===== config.mk =====
export PLATFORM = sky130hd
export DESIGN_NAME = idex_stage
export DESIGN_NICKNAME = d
export VERILOG_FILES = /design/src/rtl/idex_stage.sv
export SDC_FILE = /design/constraint.sdc
export NUM_CORES = 1
export LEC_CHECK = 0
export CORE_AREA = 2 2 134 136
export DETAILED_ROUTE_END_ITERATION = 10
export DIE_AREA = 0 0 136 138
export DONT_BUFFER_PORTS = 1
export PLACE_DENSITY_LB_ADDON = 0.1
export SYNTH_ARGS = -nofsm -noshare
export SYNTH_HDL_FRONTEND = slang
export SYNTH_SLANG_ARGS = --single-unit

===== constraint.sdc =====
create_clock -name clk -period 2.7 [get_ports clk]
set_clock_uncertainty 0.2 [all_clocks]
set_input_delay 0.54 -clock clk [delete_from_list [all_inputs] [get_ports clk]]
set_output_delay 0.54 -clock clk [all_outputs]
set_load 0.01 [all_outputs]

===== src/rtl/idex_stage.sv =====
// ID/EX pipeline register with load-use bubble insertion, memory-busy hold and branch flush.
// Tracks the reason for each cycle's action and keeps saturating bubble/hold counters.
module idex_stage #(
  parameter int DATA_W = 32,
  parameter int CNT_W  = 16
) (
  input  logic              clk,
  input  logic              rst_n,
  input  logic              valid_IFID,
  input  logic [4:0]        rs_IFID,
  input  logic [4:0]        rt_IFID,
  input  logic [4:0]        rd_IFID,
  input  logic [DATA_W-1:0] readData1_ID,
  input  logic [DATA_W-1:0] readData2_ID,
  input  logic [DATA_W-1:0] imm_ID,
  input  logic [DATA_W-1:0] pc_ID,
  input  logic              regWrite_ID,
  input  logic              memRead_ID,
  input  logic              memWrite_ID,
  input  logic              memToReg_ID,
  input  logic              aluSrc_ID,
  input  logic [3:0]        aluOp_ID,
  input  logic              flush,
  input  logic              memBusy,
  output logic              valid_IDEX,
  output logic [4:0]        rs_IDEX,
  output logic [4:0]        rt_IDEX,
  output logic [4:0]        rd_IDEX,
  output logic [DATA_W-1:0] readData1_IDEX,
  output logic [DATA_W-1:0] readData2_IDEX,
  output logic [DATA_W-1:0] imm_IDEX,
  output logic [DATA_W-1:0] pc_IDEX,
  output logic              regWrite_IDEX,
  output logic              memRead_IDEX,
  output logic              memWrite_IDEX,
  output logic              memToReg_IDEX,
  output logic              aluSrc_IDEX,
  output logic [3:0]        aluOp_IDEX,
  output logic              stall_IFID,
  output logic [1:0]        hazState,
  output logic [CNT_W-1:0]  bubbleCount,
  output logic [CNT_W-1:0]  holdCount
);

  typedef enum logic [1:0] {
    RUN       = 2'b00,
    LU_BUBBLE = 2'b01,
    MEM_HOLD  = 2'b10,
    FLUSHED   = 2'b11
  } haz_e;

  typedef struct packed {
    logic              valid;
    logic [4:0]        rs;
    logic [4:0]        rt;
    logic [4:0]        rd;
    logic [DATA_W-1:0] data1;
    logic [DATA_W-1:0] data2;
    logic [DATA_W-1:0] imm;
    logic [DATA_W-1:0] pc;
    logic              reg_write;
    logic              mem_read;
    logic              mem_write;
    logic              mem_to_reg;
    logic              alu_src;
    logic [3:0]        alu_op;
  } idex_t;

  idex_t            stage_q;
  idex_t            capture;
  haz_e             haz_q;
  logic             load_use;

  // Control bits of an empty decode slot are dropped so no write enable is ever latched.
  always_comb begin
    capture            = '0;
    capture.valid      = valid_IFID;
    capture.rs         = rs_IFID;
    capture.rt         = rt_IFID;
    capture.rd         = rd_IFID;
    capture.data1      = readData1_ID;
    capture.data2      = readData2_ID;
    capture.imm        = imm_ID;
    capture.pc         = pc_ID;
    capture.reg_write  = valid_IFID & regWrite_ID;
    capture.mem_read   = valid_IFID & memRead_ID;
    capture.mem_write  = valid_IFID & memWrite_ID;
    capture.mem_to_reg = valid_IFID & memToReg_ID;
    capture.alu_src    = valid_IFID & aluSrc_ID;
    capture.alu_op     = valid_IFID ? aluOp_ID : 4'd0;
  end

  assign load_use = stage_q.valid & stage_q.mem_read & (stage_q.rd != 5'd0) & valid_IFID &
                    ((stage_q.rd == rs_IFID) | (stage_q.rd == rt_IFID));

  assign stall_IFID = memBusy | (load_use & ~flush);

  always_ff @(posedge clk or negedge rst_n) begin
    if (!rst_n) begin
      stage_q     <= '0;
      haz_q       <= RUN;
      bubbleCount <= '0;
      holdCount   <= '0;
    end else if (memBusy) begin
      haz_q <= MEM_HOLD;
      if (holdCount != '1) holdCount <= holdCount + 1'b1;
    end else if (flush) begin
      stage_q <= '0;
      haz_q   <= FLUSHED;
    end else if (load_use) begin
      stage_q <= '0;
      haz_q   <= LU_BUBBLE;
      if (bubbleCount != '1) bubbleCount <= bubbleCount + 1'b1;
    end else begin
      stage_q <= capture;
      haz_q   <= RUN;
    end
  end

  assign valid_IDEX     = stage_q.valid;
  assign rs_IDEX        = stage_q.rs;
  assign rt_IDEX        = stage_q.rt;
  assign rd_IDEX        = stage_q.rd;
  assign readData1_IDEX = stage_q.data1;
  assign readData2_IDEX = stage_q.data2;
  assign imm_IDEX       = stage_q.imm;
  assign pc_IDEX        = stage_q.pc;
  assign regWrite_IDEX  = stage_q.reg_write;
  assign memRead_IDEX   = stage_q.mem_read;
  assign memWrite_IDEX  = stage_q.mem_write;
  assign memToReg_IDEX  = stage_q.mem_to_reg;
  assign aluSrc_IDEX    = stage_q.alu_src;
  assign aluOp_IDEX     = stage_q.alu_op;
  assign hazState       = haz_q;

endmodule

==> run summary <==
final setup fails -> 0
DRT iter0 DRCs -> 202
EDFF count, synth -> 0
Mapped Area -> 7100 um^2
fillers -> 1585
Crit. End Element -> output pin
Die H -> 138 um
global-route wire length before repair -> 27.7 mm
Clock Sinks -> 187
Clock transition at path regs -> 0.07 ns
final setup TNS -> 0 ns
CTS root buffer -> clkbuf_16
PwrDens -> 795 nW/um^2
Mapped Nets -> 662
clock power share -> 0.414
Final HPWL DP -> 12.4 mm
Max-Cap Viols -> 0
Via-to-Cell Ratio -> 5.83
drt total wl -> 18.0 mm
Avg Cell Area, Syn -> 14.1 um^2
internal power -> 0.00476 W
area grow syn2layout -> 12.7%
RSZ-0062 raised after global routing -> yes
Final Hold Fails -> 187
initial antenna violation count -> 0
Tightest Hold Check Type -> primary input to asynchronous set/reset pin
crit start category -> flop
clock buffer count from CTS -> 17
Die X -> 136 um
WP buf/inv -> 2
smallest hold slack -> -0.398 ns
crit path DAT -> 1.94 ns
Leakage -> 3.75 nW
WP data required -> 1.96 ns
gr usage total -> 0.193
IO buf count -> 0
Synth warnings -> 0
Seq/Total Area, Yosys -> 0.659
final antenna-violating net count -> 0
total die area -> 18800 um^2
final core utilization -> 0.456
PnR worst setup slack -> 0.0172 ns
Layout Nets -> 658
DRT Pass-1 Iters -> 4
sequential power share -> 0.528
status -> complete, but fails checks
routed via count -> 4323
row count -> 49
Peak supply drop -> 416 uV
sw power -> 0.00161 W
H-Tree Depth -> 4
CTS tree -> built
Max Root-Sink Buffers -> 2
dpl ws -> 0.206 ns
WS Path Type -> flop to output pin
core area -> 17500 um^2
Worst-Skew Late Latency -> 0.42 ns
fin crit period -> 2.68 ns
f_max -> 373 MHz
dpl cell area -> 7350 um^2
CP max-delay cell -> or4_4
crit-path most repeated cell -> buf_4
period utilization -> 0.994
CP Cell Sequence -> or4_4 -> o2111ai_2 -> buf_4 -> o31ai_2 -> buf_4
Logic pwr share -> 0.058
Netlist cell types -> 31
crit-path max cell delay -> 0.49 ns
placer congestion estimate -> 0.803
Slew Limit Fails -> 0
Post-synth ARST share -> 1.00
crit-path max FO -> 5
Initial Util -> 0.405
relative slew slack -> 0.694
largest net degree at the start of global routing -> 188
violations in the final reports -> hold timing
Residual DRC -> 0
Top-Level Pins -> 345
post-route cell area -> 8000 um^2
hold-fix buffer count after cts -> 1
Net Sw Frac -> 0.252
GRT Residual Overflow -> 0
register bit total from synthesis -> 187
Most used DFF post-synth -> dfrtp_1
Antenna Cells -> 0
drt wl/cell -> 24.3 um
Synth Instances -> 503
worst slew pin tran -> 0.460 ns
layout cell share with drive strength beyond 1 -> 0.127
vias in the first global route -> 4530
crit-path leading delay family -> simple AND/OR/NAND/NOR gates
-- cell type report --
type | count | area (um^2) | area share
tap | 229 | 287 | 0.0358
inverter | 5 | 18.8 | 0.00234
multi-input combinational | 273 | 2220 | 0.277
sequential | 187 | 4680 | 0.585
clock buffer | 19 | 443 | 0.0553
clock inverter | 13 | 179 | 0.0224
timing repair buffer | 15 | 178 | 0.0222
-- power groups by stage --
stage               combinational (W)  clock, W  sequential (W)
finish                       0.000370   0.00263         0.00336
global route                 0.000414   0.00283         0.00340
CTS                          0.000376   0.00270         0.00337
detailed placement           0.000372         0         0.00341
global placement             0.000354         0         0.00342
floorplan                    0.000331         0         0.00334
-- routing by layer --
layer  track usage  routed length (um)  vias to the layer above
li1              -                   -                     1878
met1         0.221                6630                     2176
met2         0.321                8900                      245
met3        0.0832                2060                       24
met4        0.0740                 397                        0
met5             0                   0                        -
-- cell usage after synthesis, types with 2 or more instances --
| library cell | count | share of area |
|---|---|---|
| dfrtp_1 | 187 | 0.66 |
| a22o_1 | 144 | 0.18 |
| xor2_1 | 24 | 0.030 |
| clkbuf_1 | 19 | 0.010 |
| nor2_1 | 15 | 0.0079 |
| xnor2_1 | 15 | 0.019 |
| nand2_1 | 11 | 0.0058 |
| nand3_1 | 11 | 0.0078 |
| a32o_1 | 9 | 0.013 |
| buf_2 | 9 | 0.0063 |
| nand4_1 | 9 | 0.0079 |
| buf_4 | 8 | 0.0085 |
| nor3_2 | 7 | 0.0099 |
| inv_1 | 5 | 0.0026 |
| nor3_1 | 5 | 0.0035 |
| and3_1 | 4 | 0.0035 |
| nor4_2 | 3 | 0.0053 |
| buf_6 | 2 | 0.0032 |
| ha_1 | 2 | 0.0035 |
| mux2_2 | 2 | 0.0032 |
| or4_1 | 2 | 0.0021 |
-- sequential cells by signal, indices dropped and copies added, names as in the netlist, 2 cells and up --
name / flops
rd_IDEX: 5
holdCount: 16
imm_IDEX: 32
pc_IDEX: 32
bubbleCount: 16
hazState: 2
readData1_IDEX: 32
aluOp_IDEX: 4
readData2_IDEX: 32
rs_IDEX: 5
rt_IDEX: 5
-- layout by cell type, fill, tap and decap left out, types with 2 or more instances in the layout --
cell type   instances
nand4_1             9
nand3_1            11
nand2_1            11
xnor2_1            15
and3_1              4
buf_12              5
xor2_1             24
mux2_2              2
nor4_2              3
a22o_1            144
ha_1                2
nor2_1             15
a32o_1              9
inv_6               3
clkbuf_16          17
clkinvlp_4          2
bufinv_16           3
inv_8               3
dfrtp_1           186
nor3_1              5
or4_4               2
nor3_2              7
inv_1               5
buf_4               9
-- final timing paths --
path,startpoint,to,slack [ns],depth (start not counted)
max in group asynchronous,rst_n,readData2_IDEX[31]$_DFFE_PN0N_,2.35,0
max reg2reg,rd_IDEX[2]$_DFFE_PN0N_,pc_IDEX[24]$_DFFE_PN0N_,0.21,9
min,rst_n,holdCount[13]$_DFFE_PN0P_,-0.40,0
min reg2reg,holdCount[10]$_DFFE_PN0P_,holdCount[10]$_DFFE_PN0P_,0.36,1
min in group clk,readData1_ID[14],readData1_IDEX[14]$_DFFE_PN0N_,0.04,1
max,rd_IDEX[2]$_DFFE_PN0N_,stall_IFID,0.02,5
-- per-stage QoR --
step | hold WS (ns) | total power [W] | instances
after global routing | -0.422 | 0.00664 | 741
after detailed placement | 0.0487 | 0.00379 | 707
after floorplan | 0.0444 | 0.00367 | 503
after CTS | -0.419 | 0.00644 | 741
after global placement | 0.0484 | 0.00377 | 707
final | -0.398 | 0.00637 | 741
-- repair_timing --
action / 4_1_cts / 5_1_grt
resized for setup: 4 / 0
endpoints found under the setup margin: 1 / 1
cloned: 0 / 0
endpoints found under the hold margin: 188 / 187
pin swaps: 2 / 1
setup buffers: 1 / 0
-- worst reg2reg max path, cell delays in order, from the launching register on --
cell,delay [ns]
dfrtp_2,0.47
or4_4,0.50
o2111ai_2,0.19
buf_4,0.15
buf_4,0.10
nor2_1,0.06
nor2_4,0.20
buf_12,0.16
buf_12,0.22
a22o_1,0.18
-- cell families (layout without fill, tap and decap cells) --
family                   count (synthesis)  after routing  synth area share
flip-flops                             187            187             0.659
AND/OR/NAND/NOR                         72             72            0.0599
multiplexers                             2              2           0.00317
AO/OA/AOI/OAI                          158            158             0.196
adder cells (fa/ha/maj)                  2              2           0.00352
XOR/XNOR                                39             39            0.0481
buffers and inverters                   43             52            0.0307
Note: power is estimated with default switching activity, not from simulation.
